<file path="src/rtl/rr_mux_pkg.sv">
// Shared definitions for the round-robin stream multiplexer.
//   state_e     : packet FSM state (IDLE arbitrates, LOCKED holds a packet's grant)
//   MODE_FIXED  : mode_rr value selecting fixed priority (lowest index wins)
//   MODE_RR     : mode_rr value selecting round-robin
//   idx_w()     : channel index width, never below 1
package rr_mux_pkg;

  typedef enum logic {
    IDLE   = 1'b0,
    LOCKED = 1'b1
  } state_e;

  localparam logic MODE_FIXED = 1'b0;
  localparam logic MODE_RR    = 1'b1;

  function automatic int idx_w(input int n);
    return (n > 1) ? $clog2(n) : 1;
  endfunction

endpackage

</file>
<file path="src/rtl/rr_arbiter.sv">
// Combinational N-way arbiter.
//   req     in   CHANNELS  per-channel request (in_valid)
//   ptr     in   CH_W      last packet-ending winner; round-robin starts at ptr+1
//   mode_rr in   1         MODE_RR: rotating search, MODE_FIXED: lowest index
//   grant   out  CHANNELS  one-hot grant, all zero when nothing requests
//   idx     out  CH_W      index of the granted channel (0 when no grant)
module rr_arbiter
  import rr_mux_pkg::*;
#(
  parameter  int CHANNELS = 4,
  localparam int CH_W     = idx_w(CHANNELS)
) (
  input  logic [CHANNELS-1:0] req,
  input  logic [CH_W-1:0]     ptr,
  input  logic                mode_rr,
  output logic [CHANNELS-1:0] grant,
  output logic [CH_W-1:0]     idx
);

  logic            found;
  logic [CH_W-1:0] c;

  always_comb begin
    grant = '0;
    idx   = '0;
    found = 1'b0;
    c     = '0;
    if (mode_rr == MODE_RR) begin
      // Walk ptr+1 .. ptr+CHANNELS, so the previous winner is checked last.
      for (int k = 1; k <= CHANNELS; k++) begin
        c = CH_W'((int'(ptr) + k) % CHANNELS);
        if (!found && req[c]) begin
          found    = 1'b1;
          grant[c] = 1'b1;
          idx      = c;
        end
      end
    end else begin
      for (int k = 0; k < CHANNELS; k++) begin
        c = CH_W'(k);
        if (!found && req[c]) begin
          found    = 1'b1;
          grant[c] = 1'b1;
          idx      = c;
        end
      end
    end
  end

endmodule

</file>
<file path="src/rtl/rr_stream_mux.sv">
// N:1 valid/ready stream multiplexer with packet-level grant locking.
//   clk, rst_n  clock, asynchronous active-low reset
//   mode_rr     1 = round-robin, 0 = fixed priority (sampled between packets)
//   in_valid    per-channel beat valid
//   in_last     per-channel end-of-packet
//   in_data     packed channel data, channel i at [i*WIDTH +: WIDTH]
//   in_ready    per-channel accept, combinational, at most one bit set
//   out_valid   registered beat valid
//   out_data    registered beat data
//   out_last    registered end-of-packet
//   out_chan    source channel of the registered beat
//   out_ready   consumer accept
module rr_stream_mux
  import rr_mux_pkg::*;
#(
  parameter  int WIDTH    = 8,
  parameter  int CHANNELS = 4,
  localparam int CH_W     = idx_w(CHANNELS)
) (
  input  logic                      clk,
  input  logic                      rst_n,
  input  logic                      mode_rr,
  input  logic [CHANNELS-1:0]       in_valid,
  input  logic [CHANNELS-1:0]       in_last,
  input  logic [CHANNELS*WIDTH-1:0] in_data,
  output logic [CHANNELS-1:0]       in_ready,
  output logic                      out_valid,
  output logic [WIDTH-1:0]          out_data,
  output logic                      out_last,
  output logic [CH_W-1:0]           out_chan,
  input  logic                      out_ready
);

  state_e              state;
  logic [CH_W-1:0]     lock_ch;
  logic [CH_W-1:0]     rr_ptr;

  logic [CHANNELS-1:0] arb_grant;
  logic [CH_W-1:0]     arb_idx;
  logic [CHANNELS-1:0] grant;
  logic [CH_W-1:0]     sel_idx;
  logic                load;
  logic                xfer;
  logic                sel_last;
  logic [WIDTH-1:0]    sel_data;

  rr_arbiter #(.CHANNELS(CHANNELS)) u_arb (
    .req     (in_valid),
    .ptr     (rr_ptr),
    .mode_rr (mode_rr),
    .grant   (arb_grant),
    .idx     (arb_idx)
  );

  // Output register is free when empty or being drained this cycle.
  assign load = !out_valid || out_ready;

  // While locked the arbiter is ignored; an idle locked channel is a bubble.
  always_comb begin
    grant   = '0;
    sel_idx = arb_idx;
    if (state == LOCKED) begin
      sel_idx        = lock_ch;
      grant[lock_ch] = in_valid[lock_ch];
    end else begin
      grant = arb_grant;
    end
  end

  // Gating with rst_n keeps in_ready low for the whole reset, not just after it.
  assign in_ready = (load && rst_n) ? grant : '0;
  assign xfer     = |(in_valid & in_ready);
  assign sel_last = in_last[sel_idx];
  assign sel_data = in_data[int'(sel_idx)*WIDTH +: WIDTH];

  // Output register: data/last/chan hold when a load slot carries no beat.
  always_ff @(posedge clk or negedge rst_n) begin
    if (!rst_n) begin
      out_valid <= 1'b0;
      out_data  <= '0;
      out_last  <= 1'b0;
      out_chan  <= '0;
    end else if (load) begin
      out_valid <= xfer;
      if (xfer) begin
        out_data <= sel_data;
        out_last <= sel_last;
        out_chan <= sel_idx;
      end
    end
  end

  // Packet FSM; rr_ptr starts at the top index so channel 0 wins first.
  always_ff @(posedge clk or negedge rst_n) begin
    if (!rst_n) begin
      state   <= IDLE;
      lock_ch <= '0;
      rr_ptr  <= CH_W'(CHANNELS-1);
    end else if (xfer) begin
      if (sel_last) begin
        state  <= IDLE;
        rr_ptr <= sel_idx;
      end else begin
        state   <= LOCKED;
        lock_ch <= sel_idx;
      end
    end
  end

endmodule

</file>
<file path="config.mk">
export PLATFORM = sky130hd
export DESIGN_NAME = rr_stream_mux
export DESIGN_NICKNAME = d
export VERILOG_FILES = /design/src/rtl/rr_mux_pkg.sv /design/src/rtl/rr_arbiter.sv /design/src/rtl/rr_stream_mux.sv
export SDC_FILE = /design/constraint.sdc
export NUM_CORES = 1
export LEC_CHECK = 0
export CAP_MARGIN = 25
export CORE_MARGIN = 1
export CORE_UTILIZATION = 50
export CTS_BUF_LIST = sky130_fd_sc_hd__clkbuf_8
export CTS_CLUSTER_DIAMETER = 200
export DETAILED_ROUTE_END_ITERATION = 16
export GPL_TIMING_DRIVEN = 0
export PLACE_DENSITY = 0.95
export SYNTH_ARGS = -nofsm -noshare
export SYNTH_HDL_FRONTEND = slang
export SYNTH_SLANG_ARGS = --single-unit
</file>
<file path="constraint.sdc">
create_clock -name clk -period 8.3 [get_ports clk]
set_input_delay 0.83 -clock clk [delete_from_list [all_inputs] [get_ports clk]]
set_output_delay 0.83 -clock clk [all_outputs]
set_load 0.05 [all_outputs]
</file>
# After elaboration in Yosys (flattened, before gate mapping)
# Cells that the tools add are included.
# totals
out_inout_bits,16
reg_bits,17
inputBits,44
word_cells,110
# classes
order_cmp,11
bitwise_logic,6
n_mux,57
reduce_logical,24
addsub,4
shift,1
# op_table
operator,n
$mux 4,10
$shiftx 32x6->8,1
$mux 1,28
$lt 2x3->1 const B,6
$mux 2,8
$bmux 1 s2,6
$logic_and 1x1->1,12
$or 4x4->4,3
$demux 1 s2,5
$ge 2x1->1 const B,5
$and 4x4->4,2
$logic_not 1->1,7
$reduce_and 2->1,3
$add 2x1->2 const B,2
$add 2x2->2 const B,2
$reduce_or 4->1,1
$logic_or 1x1->1,1
$not 1->1,1

# Longest topological paths before layout
# Gate-level depths: netlist of run 1.
# depth
ltp_word,22
depth_mapped,14
ltp_nobuf,10

# By module
# From an unflattened synthesis of run 1, not the netlist that was laid out.
# hier_totals
hier_cells,163
area_unflattened_um2,1677.9
# modules_own_cells
module,cells_each,area_per_inst_um2,seq_area_each_um2,instances
rr_stream_mux,79,1066.0,427.9,1
rr_arbiter,84,611.8,0.0,1

# Least setup slack after synthesis of run 1
# OpenSTA, ideal clock, no wires.
# synth_path
path_kind,register -> output
from,register rr_ptr[0]
to,output port in_ready[2]
path_buffers,3
path_stages_with_launch,12
path_slack_ps,3700
t_required_ps,7470
arrival_ps,3770
cell_sequence,dfstp_2 > buf_6 > clkbuf_1 > inv_1 > ha_1 > buf_2 > mux4_2 > or3b_1 > o2111ai_1 > a21oi_1 > or3_1 > a21oi_1
# synth_via
elab_chain_cells,19
elab_cells_between_ends,57
classes_between,add/sub (4); order compare (8); mux (32); bitwise (3); reduce/logical (10)
# synth_rtl
element,line_no,source
"start, declared",rr_stream_mux.sv:36,logic [CH_W-1:0] rr_ptr;
"start signal, assigned",rr_stream_mux.sv:98,rr_ptr <= CH_W'(CHANNELS-1);
"start signal, assigned",rr_stream_mux.sv:102,rr_ptr <= sel_idx;
branches (longest 15 deep; another with $lt 2x3->1),n/a,
$mux 4 *,rr_arbiter.sv:32,if (!found && req[c]) begin
$mux 4 *,rr_arbiter.sv:28,if (mode_rr == MODE_RR) begin
$mux 4 *,rr_stream_mux.sv:62,if (state == LOCKED) begin
$mux 4 *,rr_stream_mux.sv:71,assign in_ready = (load && rst_n) ? grant : '0;
"end, declared",rr_stream_mux.sv:26,"output logic [CHANNELS-1:0] in_ready,"
# Every way passes the cells marked *. The select of a mux whose other input is x is not followed.

# Worst setup path in the final report of run 1
# Ends and elaborated chain as after synthesis.

==> flow_summary.ini, run 1 <==
[outcome]
status = complete, no violations

[grt]
grt_usage_pct = 28.0
grt_antenna_before_repair = 0
grt_pass1_wl_um = 8800
overflow = 0
grt_pass1_vias = 1897
grt_max_degree = 20

[yosys]
syn_area_um2 = 1880
async_reset_ff_share_pct = 100
avgSynthCellArea_um2 = 8.99
synth_area_leaders = dfrtp_1 20%, mux2i_1 8.5%, mux2_2 7.2%, nand2_1 6.2%, ha_1 5.3%
ys_ff_latch = 17
yosysWarnings = 0
ys_seq_area_share_pct = 22.8
synth_top_area_cell = dfrtp_1
syn_nets = 261
yosys.area.top_type_share_pct = 20.0
ys_types = 57
synth_edf_count = 0
synth_flop_cell = dfrtp_1
synth_common_cells = 31 x nand2_1, 16 x mux2i_1, 15 x dfrtp_1, 12 x mux2_2, 12 x o21ai_0
yosysMostFrequentCell = nand2_1
synth_cells = 209

[placed_design]
io_buffers = 59
place_ws_ps = 3100
post_dp_cell_area_um2 = 2530
dp.final_hpwl_um = 4120
routabilityCongestion = 0.932

[floorplanning]
design.die.area_um2 = 4000
std_cell_rows = 21
dieHeight_um = 63.3
start_util_pct = 54.1
coreArea_um2 = 3470
num_io_pins = 60
die-width_um = 63.3

[sta]
min_period_over_period_pct = 67.0
rsz0062_at_grt = no
period_minus_slack_ps = 5560
hold_violations = 0
finClkSkew_ps = 6.63
final_max_slew_viol_count = 0
setup_slack_ps = 2740
relSlewSlack_pct = 39.3
final.setup.tns_ps = 0
fmax_mhz = 180
worst_pin_slew_ps = 907
setup_viol = 0

[worst_setup_path]
cp_cell_sequence = buf_6, clkbuf_1, inv_1, ha_1, buf_2, mux4_2, or3b_1, o2111ai_1, a21oi_1, or3_1, a21oi_1, clkdlybuf4s50_1
slowest_delay_ps = 830
crit_path_top_delay_cell = clkdlybuf4s50_1
required_ps = 7470
start_kind = register
cp.arrival_ps = 4730
crit_fanout = 10
crit_path_end_kind = output port
crit_path_frequent_cell = a21oi_1
path_class = register to output port

[route]
antenna_left = 0
via_per_inst = 5.89
drt_wl_total_um = 5130
detail_route.wl_per_cell_um = 16.1
vias = 1874
drtIter0Drc = 120
drc = 0
drtPass1Iterations = 5

[final_layout]
area_growth_pct = 37.0
fin_area_um2 = 2570
drive_gt1_share_pct = 18.8
antenna_cells = 0
nNetsFinal = 325

[flow_run]
max_cap_viol_count = 0

[pwr]
seq_power_share_pct = 16.9
p_per_area_nw_per_um2 = 376
p_clk_share_pct = 6.6
switching_share_pct = 52.3
p_int_mw = 0.461
comb_power_share_pct = 76.4
ir_worst_vdd_mv = 0.195
leakage_nw = 1.04
switchingPower_mw = 0.506

[cts]
clock-sinks = 17
cts_buffers = 3
clk_pin_slew_ps = 60
cts_setup_buffers = 0
cts_tree = built
cts.repair.resized = 0
clk_path_buf_depth = 2
clock_latency_ps = 260
root_buffer = clkbuf_8
h-tree-depth = 1
ctsHoldBuffers = 0

[worst_hold_path]
hold_path.class = register to register
## placed cells by master (no fill, tap or decap), types with 2 or more instances in the layout
| master | count |
|---|---|
| buf_2 | 5 |
| o21ai_0 | 12 |
| a21o_1 | 2 |
| o21ai_2 | 8 |
| clkbuf_8 | 3 |
| ha_1 | 8 |
| mux2_2 | 12 |
| o21ai_1 | 3 |
| dfstp_2 | 2 |
| mux2i_1 | 16 |
| inv_1 | 6 |
| nand2_1 | 31 |
| a211oi_2 | 2 |
| mux2_1 | 2 |
| buf_6 | 3 |
| nor2b_1 | 4 |
| mux4_2 | 4 |
| a21oi_1 | 11 |
| or3b_1 | 3 |
| clkbuf_1 | 8 |
| dfrtp_1 | 15 |
| clkdlybuf4s50_1 | 59 |
| inv_2 | 2 |
| o2111ai_1 | 3 |
| nand3b_1 | 3 |
| nor2_1 | 8 |
| o31ai_1 | 2 |
| o221ai_1 | 2 |
| clkinv_1 | 2 |
## kinds of logic after synthesis
kind of cell / synth area share (%)
AND/OR/NAND/NOR: 17.2
flip-flops: 22.8
adder cells (fa/ha/maj): 5.33
multiplexers: 21.7
AO/OA/AOI/OAI: 26.3
buffers and inverters: 6.73
## routing by layer
metal / share of wire (%) / GRT usage (%) / wire length, um
met5: 0 / 0 / 0
met4: 1.6 / 10.5 / 80
met3: 6.0 / 4.71 / 306
met2: 51 / 49.2 / 2630
met1: 41 / 33.8 / 2120
## path summary, 6_finish.rpt
check	start	endpoint	slack [ps]	cells past startpoint
max in group asynchronous	rst_n	lock_ch[1]	6660	1
worst max register to register	rr_ptr[0]	out_data[7]	4010	14
worst min-delay path	out_last	out_last	480	1
worst min register to register	out_last	out_last	480	1
min in group asynchronous	rst_n	out_data[1]	1080	1
worst max-delay path	rr_ptr[0]	in_ready[2]	2740	12
## cell type report
cell class / instances / area [um^2]
sequential: 17 / 428
fill: 259 / 896
clock inverter: 1 / 5.00
timing repair buffer: 59 / 591
buffer: 16 / 88.8
tap: 46 / 57.6
clock buffer: 3 / 41.3
inverter: 10 / 37.5
multi-input combinational: 166 / 1320
## registers in the layout, indices dropped and copies added, names as in the netlist
register   flops
out_chan       2
state          1
lock_ch        2
out_data       8
out_last       1
rr_ptr         2
out_valid      1
## worst max-delay path, delay by kind of cell, from the launching register on
| kind | cells | cell delay, ps |
|---|---|---|
| buffers and inverters | 5 | 1780 |
| AND/OR/NAND/NOR | 2 | 830 |
| flip-flops | 1 | 600 |
| AO/OA/AOI/OAI | 3 | 500 |
| multiplexers | 1 | 420 |
| adder cells (fa/ha/maj) | 1 | 330 |
## metrics by stage
stage	util [%]	instances	total power, mW	hold slack, ps
after global placement	72.8	314	0.877	460
after CTS	74.2	318	0.965	480
after detailed placement	72.8	314	0.900	470
final	74.2	318	0.967	475
after global routing	74.2	318	1.03	504
after floorplan	-	209	0.708	534
## power by group through the flow
stage                     Sequential, mW  Combinational, mW  Clock (mW)
after floorplan                    0.257              0.451           0
after global placement             0.162              0.715           0
after detailed placement           0.165              0.735           0
after CTS                          0.164              0.738      0.0638
after global routing               0.170              0.793      0.0688
final                              0.164              0.739      0.0643
No activity file was read; power rests on OpenSTA's default activity.
==> run 2, diff against run 1 <==
--- a/config.mk
+++ b/config.mk
@@ -7,12 +7,12 @@
 export LEC_CHECK = 0
 export CAP_MARGIN = 25
 export CORE_MARGIN = 1
-export CORE_UTILIZATION = 50
+export CORE_UTILIZATION = 48
 export CTS_BUF_LIST = sky130_fd_sc_hd__clkbuf_8
 export CTS_CLUSTER_DIAMETER = 200
 export DETAILED_ROUTE_END_ITERATION = 16
 export GPL_TIMING_DRIVEN = 0
-export PLACE_DENSITY = 0.95
+export PLACE_DENSITY = 0.94
 export SYNTH_ARGS = -nofsm -noshare
 export SYNTH_HDL_FRONTEND = slang
 export SYNTH_SLANG_ARGS = --single-unit
==> constraint.sdc (replaced) <==
create_clock -name clk -period 5.5 [get_ports clk]
set_input_delay 0.55 -clock clk [delete_from_list [all_inputs] [get_ports clk]]
set_output_delay 0.55 -clock clk [all_outputs]
set_load 0.05 [all_outputs]
==> run 2 against run 1 <==
Compared with the run above: global-route usage fell by 1.9 points; count of clock-buffer cells in the layout unchanged; via count decreased by 0.21%; flip-flop and latch count is the same; die area rose by 4.0%; clock skew is 1.4 ps lower; critical path type unchanged; non-clock buffer count did not move; worst hold slack improved by 11 ps.
==> flow_summary.ini, run 2 (synthesis results as in run 1) <==
[final_layout]
antenna_cells = 0
mostFrequentLayoutCell = clkdlybuf4s50_1
area_growth_pct = 37.1
largest_reg_flops = 8
regMostFlops = out_data
layoutNonFillerInstCount = 320
num-fill-cells = 293
fin_area_um2 = 2570
nNetsFinal = 325
final_cell_mix = 59 x clkdlybuf4s50_1, 31 x nand2_1, 16 x mux2i_1
utilization_pct = 69.3
drive_gt1_share_pct = 18.8

[sta]
relSlewSlack_pct = 43.0
final.setup.tns_ps = 0
final_max_slew_viol_count = 0
finClkSkew_ps = 5.24
setup_slack_ps = 314
setup_viol = 0
rsz0062_at_grt = no
hold_violations = 0
period_minus_slack_ps = 5190
min_period_over_period_pct = 94.3
hold_ws_ps = 486
fmax_mhz = 193
worst_pin_slew_ps = 852

[worst_setup_path]
path_class = register to output port
crit_end = in_ready[2]
slowest_delay_ps = 820
crit_path_start = rr_ptr[0]
cp.depth = 12
cp.arrival_ps = 4640
crit_path_end_kind = output port
start_kind = register
crit_path_top_delay_cell = clkdlybuf4s50_1
rrSetupSlack_ps = 1300
cp_cell_sequence = buf_6, clkbuf_1, inv_1, ha_1, buf_2, mux4_2, or3b_1, o2111ai_1, a21oi_1, or3_1, a21oi_1, clkdlybuf4s50_1
reg2reg_depth = 13
crit_path_frequent_cell = a21oi_1
reg2reg_to = rr_ptr[1]
rr_startpoint = rr_ptr[0]
required_ps = 4950
crit_fanout = 10
critical-path-top-delay-family = buffers and inverters
crit_buf_inv = 5

[placed_design]
place_ws_ps = 625
dp.final_hpwl_um = 3920
routabilityCongestion = 0.906
io_buffers = 59
post_dp_cell_area_um2 = 2530
numPlacedInstances = 316

[grt]
grt_max_degree = 20
grt_pass1_wl_um = 8470
grt_antenna_before_repair = 0
overflow = 0
grt_pass1_vias = 1869
grt_usage_pct = 26.0

[cts]
clk_path_buf_depth = 2
cts_buffers = 3
ctsHoldBuffers = 0
root_buffer = clkbuf_8
cts_tree = built
clk_pin_slew_ps = 70
h-tree-depth = 1
cts.repair.resized = 0
clock-sinks = 17
cts_setup_buffers = 0
clock_latency_ps = 250

[pwr]
leakage_nw = 1.04
p_total_mw = 1.46
p_per_area_nw_per_um2 = 565
ir_worst_vdd_mv = 0.294

[floorplanning]
dieHeight_um = 64.6
num_io_pins = 60
design.die.area_um2 = 4170
std_cell_rows = 22
die-width_um = 64.6
start_util_pct = 50.5
coreArea_um2 = 3720

[outcome]
status = complete, no violations

[route]
antenna_left = 0
vias = 1870
drtPass1Iterations = 4
drt_wl_total_um = 4990
detail_route.wl_per_cell_um = 15.6
drc = 0
via_per_inst = 5.84
drtIter0Drc = 110

[worst_hold_path]
hold_path.class = register to register

[flow_run]
max_cap_viol_count = 0
[run 2: cell counts in the layout (fill, tap and decap cells not counted)]
No cell type changed its count.
[run 2: layer usage]
layer	GRT usage, %	wire length (um)	part of all wire [%]
met2	46.2	2540	51
met4	9.17	138	2.8
met5	0	0	0
met1	31.9	1990	40
met3	3.52	324	6.5
[run 2: power by group]
| part | internal (mW) | switching [mW] | total, mW |
|---|---|---|---|
| clock network | 0.0503 | 0.0432 | 0.0935 |
| logic | 0.451 | 0.665 | 1.12 |
| registers | 0.194 | 0.0527 | 0.247 |
[run 2: layout make-up]
class	instances	area [um^2]	share of cell area (%)
inverter	10	37.5	1.46
timing repair buffer	59	591	22.9
buffer	16	88.8	3.45
tap	48	60.1	2.33
clock inverter	1	5.00	0.194
sequential	17	428	16.6
clock buffer	3	41.3	1.60
multi-input combinational	166	1320	51.4
[run 2: worst min path at each step]
stage,startpoint,end,depth (start not counted)
global route,out_chan[0],out_chan[0],2
detailed placement,out_data[0],out_data[0],2
global placement,out_data[2],out_data[2],2
CTS,out_chan[0],out_chan[0],2
floorplan,rst_n,lock_ch[0],0
finish,out_chan[0],out_chan[0],2
[run 2: worst register-to-register path, delay by kind of cell (launching register included)]
kind                       cells  cell delay (ps)
buffers and inverters          4              950
adders and majority gates      1              310
and+or+nand+nor                3             1070
DFF                            1              590
AOI/OAI and AO/OA              3              560
muxes                          2              620
==> RTL change 1 (config.mk and constraints of run 1) <==
Add an input register stage for `mode_rr`, with the module's reset; this delays it by one clock. The other inputs are not delayed to match.
--- a/src/rtl/rr_stream_mux.sv
+++ b/src/rtl/rr_stream_mux.sv
@@ -32,4 +32,14 @@
 );
 
+  logic mode_rr_q;
+
+  always_ff @(posedge clk or negedge rst_n) begin
+    if (!rst_n) begin
+      mode_rr_q <= '0;
+    end else begin
+      mode_rr_q <= mode_rr;
+    end
+  end
+
   state_e              state;
   logic [CH_W-1:0]     lock_ch;
@@ -48,5 +58,5 @@
     .req     (in_valid),
     .ptr     (rr_ptr),
-    .mode_rr (mode_rr),
+    .mode_rr (mode_rr_q),
     .grant   (arb_grant),
     .idx     (arb_idx)
Behaviour: not the same (a bounded check fails within 4 cycles, from zero or initial values and one cycle with rst_n low).
==> RTL change 1 against run 1 <==
Largest power group unchanged; sequential cell count is 1 higher; setup slack better by 0.55 ns; sequential share of layout area is 1.6 points higher; critical path type unchanged; die area is 4.4% lower; area after synthesis is 4.5% lower; final area is 3.4% lower; wire length is 0.23% lower; utilization is 0.82 points lower; global-route usage is 0.83 points lower; total power is 3.7% lower.
==> RTL change 1: results (changes against run 1) <==
| Metric | Value |
|---|---|
| Worst Hold Class | reg2reg |
| NumNets Final | 324 (-0.31%) |
| Postcts setup bufs | 0 (unchanged) |
| Via-to-Cell Ratio | 5.981 (+1.5%) |
| Most frequent cells after synthesis | a21oi_1, mux2i_1, dfrtp_1, nor2b_1, a211oi_1 |
| Detailed-route wire length per cell | 16.15 microns (about the same) |
| Synth top area cells | dfrtp_1, mux2i_1, a21oi_1, ha_1, a211oi_1 |
| H-tree levels | 1 (unchanged) |
| Layout Skew | 0.002308 ns (-0.004320 ns) |
| Lkg Pwr | 0.9934 nW (-4.5%) |
| Synth Area in XOR/XNOR | 0% (unchanged) |
| ANT cells | 0 (unchanged) |
| Drt initial violations | 120 (unchanged) |
| First-pass GRT wire length | 7679 microns (-13%) |
| Max IR drop VDD | 0.0002734 V (+40%) |
| Reg clk slew, reported paths | around 0.070 ns |
| Ys async rst share | 100.0% (unchanged) |
| TritonCTS Buffers | 3 (unchanged) |
| Power Internal | 0.4486 mW (-2.7%) |
| Max-slew violation count | 0 (unchanged) |
| Synth unique cells | 49 (-14%) |
| DR pass1 iterations | 4 (-1) |
| Max FO, Critical Path | 10 (unchanged) |
| Primary FF master, synth | dfrtp_1 |
| Syn nets | 261 (unchanged) |
| Placer congestion estimate | 0.9068 (-2.7%) |
| Post-synthesis sequential area ratio | 25.26% (+2.5 points) |
| Mux share of post-synthesis cell area | 18.28% (-3.4 points) |
| Compound-Gate Fraction of Synth Area | 26.94% (+0.69 points) |
| Clock Latency Late Sink | 0.26 ns (about the same) |
| Hold Violations, Final | 0 (unchanged) |
| Count of input and output buffers | 58 (-1.7%) |
| Root Driver | clkbuf_8 |
| Vias in the first global route | 1651 (-13%) |
| Slowest stage cell, crit path | clkdlybuf4s50_1 |
| Largest net degree at the start of global routing | 21 (+5.0%) |
| Max FFs per register | 8 (unchanged) |
| Status | complete, no violations |
| Share of cells above drive strength 1 | 9.594% (-9.2 points) |
| Delay of the slowest cell on the worst path | 0.70 ns (-0.13 ns) |
| GRT Total Usage | 27.14% (-0.83 points) |
| Synth warn | 0 (unchanged) |
| Worst-margin pin slew | 0.8754 ns (-0.03198 ns) |
| Hpwl dp | 3934 microns (-4.6%) |
| Adder-Cell Fraction of Synth Area | 5.583% (+0.25 points) |
| Worst EP arrival | 4.18 ns (-0.55 ns) |
| Largest reg by FF count | out_data |
==> RTL change 1: logic make-up after synthesis <==
| group | count (synthesis) |
|---|---|
| simple gates | 59 |
| fa+ha+maj | 8 |
| flops | 18 |
| mux | 29 |
| buf+inv | 26 |
| compound gates | 69 |
==> RTL change 1: path summary, 6_finish.rpt <==
path                                      endpoint  slack (ns)  cells after the start                    start
setup / recovery                       in_ready[2]        3.29                     12    rr_ptr[0]$_DFFE_PN1P_
hold / removal             out_data[7]$_DFFE_PN0P_        0.50                      1  out_data[7]$_DFFE_PN0P_
setup reg to reg           out_data[5]$_DFFE_PN0P_        4.23                     12    rr_ptr[0]$_DFFE_PN1P_
hold reg to reg            out_data[7]$_DFFE_PN0P_        0.50                      1  out_data[7]$_DFFE_PN0P_
max in group asynchronous   lock_ch[1]$_DFFE_PN0P_        6.69                      1                    rst_n
min in group asynchronous  out_data[0]$_DFFE_PN0P_        1.07                      1                    rst_n
==> RTL change 1: worst register-to-register path: cells and delay by family (launching register included) <==
family,cells,cell delay [ns]
AOI/OAI and AO/OA,4,1.49
buffers and inverters,4,0.92
DFF,1,0.64
adders and majority gates,1,0.37
muxes,1,0.35
and+or+nand+nor,2,0.19
==> RTL change 1: stage by stage <==
stage	std cells	total power, mW	hold slack [ns]	setup WS, ns	cell area [sq um]
after detailed placement	313	0.8528	0.4808	3.549	2431
after global placement	313	0.8310	0.4602	3.585	2431
after CTS	317	0.9306	0.4983	3.287	2486
final	317	0.9313	0.4965	3.287	2486
after global routing	317	0.9910	0.5154	2.916	2486
after floorplan	209	0.6610	0.5344	4.328	1793
==> RTL change 1: power groups by stage <==
stage	clock network [mW]	logic, mW	registers [mW]
3_5_place_dp	0	0.682	0.171
4_1_cts	0.0742	0.687	0.170
2_1_floorplan	0	0.394	0.267
6_report	0.0741	0.688	0.169
3_3_place_gp	0	0.663	0.168
5_1_grt	0.0777	0.737	0.176
==> RTL change 1: layout make-up <==
class                      instances  area, sq um
multi-input combinational        165         1231
inverter                           7        26.28
tap                               46        57.56
timing repair buffer              58        580.6
clock buffer                       4        55.05
buffer                            19        82.58
sequential                        18        452.9
fill                             258        903.4
==> RTL change 1: layer usage <==
layer / vias up / GRT usage (%) / part of all wire (%)
met2: 76 / 47.62 / 52
met3: 14 / 5.383 / 4.7
met1: 910 / 33.51 / 41
li1: 896 / - / -
met5: - / 0 / 0
met4: 0 / 8.571 / 2.4
==> RTL change 2 (flow settings as in run 1) <==
Without the edit above. The parameter `WIDTH` goes from 8 to 12.
--- a/src/rtl/rr_stream_mux.sv
+++ b/src/rtl/rr_stream_mux.sv
@@ -14,5 +14,5 @@
   import rr_mux_pkg::*;
 #(
-  parameter  int WIDTH    = 8,
+  parameter  int WIDTH    = 12,
   parameter  int CHANNELS = 4,
   localparam int CH_W     = idx_w(CHANNELS)
Interface: changed (resized in_data and out_data); port bits go from 60 to 80. No check against the original RTL was run, so the function may have changed too.
==> RTL change 2 against run 1 <==
Setup slack improved by 0.66 ns; clock skew increased by 0.0022 ns; sequential cell count increased by 4; total power increased by 32%; area after synthesis increased by 16%; via count increased by 17%; first-iteration DRC count increased by 43%; synthesized cell count increased by 4.8%; final area increased by 20%; wire length increased by 24%; cell count increased by 11%.
==> RTL change 2: results (changes against run 1) <==
| Metric | Value |
|---|---|
| Lkg Pwr | 1.335 nW (+28%) |
| Drt initial violations | 172 (+43%) |
| DR pass1 iterations | 4 (-1) |
| Worst setup path end | in_ready[0] |
| Placer congestion estimate | 0.8797 (-5.6%) |
| R2R Path End | rr_ptr[1]$_DFFE_PN1P_ |
| DRT met1 WL | 2624 microns (+24%) |
| Worst-case reg-to-reg path depth | 11 (-3) |
| Max IR drop VDD | 0.0002349 V (+20%) |
| Vias in the first global route | 2147 (+13%) |
| Max FO, Critical Path | 9 (-1) |
| Syn nets | 287 (+10%) |
| Hold depth | 2 (+1) |
| WL met3 | 392 microns (+28%) |
| Placed insts | 347 (+11%) |
| Max FFs per register | 12 (+4) |
| Met2 wire length | 3191 microns (+22%) |
| WHS | 0.5162 ns (+0.04102 ns) |
| Reg2Reg Setup Slack | 4.02 ns (about the same) |
| Status | complete, no violations |
| Delay of the slowest cell on the worst path | 0.81 ns (-0.02 ns) |
| Via-to-Cell Ratio | 6.213 (+5.4%) |
| Post-synthesis sequential area ratio | 24.32% (+1.5 points) |
| TritonCTS Buffers | 3 (unchanged) |
| GRT Total Usage | 29.88% (+1.9 points) |
| First-pass GRT wire length | 10110 microns (+15%) |
| Worst EP arrival | 4.06 ns (-0.67 ns) |
| Max transition margin | 44.36% (+5.0 points) |
| Worst r2r src | rr_ptr[1]$_DFFE_PN1P_ |
| Reg clk slew, reported paths | 0.08 ns (+0.02 ns) |
| Synth unique cells | 48 (-16%) |
| Post-Route WL | 6384 microns (+24%) |
| Count of input and output buffers | 78 (+32%) |
| Cell count after synthesis | 219 (+4.8%) |
| Hold EP | out_valid$_DFFE_PN0N_ |
| Hold Path Origin | out_valid$_DFFE_PN0N_ |
| Hpwl dp | 4869 microns (+18%) |
| Synth top area cells | dfrtp_1, mux2i_1, mux2_4, mux4_2, ha_1 |
==> RTL change 2: cell count changes after synthesis, sizes merged, moves of 3 or more <==
cell,change
or3b,-3
nand2,-13
a21boi,+3
mux2i,+25
o21a,+3
o211ai,+4
a21oi,-3
o21ai,-16
dfrtp,+4
nor3,+3
==> RTL change 2: kinds of logic after synthesis <==
| family | count (synthesis) | share of synthesized area, % |
|---|---|---|
| adders and majority gates | 8 | 4.611 |
| muxes | 61 | 33.26 |
| and+or+nand+nor | 47 | 11.30 |
| AOI/OAI and AO/OA | 56 | 19.60 |
| buffers and inverters | 26 | 6.917 |
| DFF | 21 | 24.32 |
==> RTL change 2: metrics by stage <==
step                      setup WS, ns  area, sq um  power, mW
after floorplan                  4.011         2171     0.9441
after global placement           3.658         3014      1.161
after detailed placement         3.613         3014      1.197
after CTS                        3.417         3059      1.270
after global routing             3.084         3084      1.350
final                            3.405         3084      1.281
==> RTL change 2: layer usage <==
metal,vias up,GRT usage [%]
met1,1040,36.73
met4,0,15.36
met2,133,50.87
met5,-,0
li1,995,-
met3,19,4.000
==> RTL change 2: cell type report <==
class | count | area [sq um]
clock buffers | 3 | 41.29
fillers | 269 | 1002
flip-flops and latches | 21 | 528.0
repair buffers | 79 | 805.8
plain buffers | 16 | 112.6
inverters | 10 | 37.54
multi-input cells | 172 | 1493
clock inverters | 1 | 3.754
well taps | 50 | 62.56
==> RTL change 2: power breakdown <==
part | internal (mW) | switching (mW) | total (mW)
logic | 0.441 | 0.566 | 1.01
registers | 0.162 | 0.0458 | 0.208
clock network | 0.0330 | 0.0334 | 0.0665
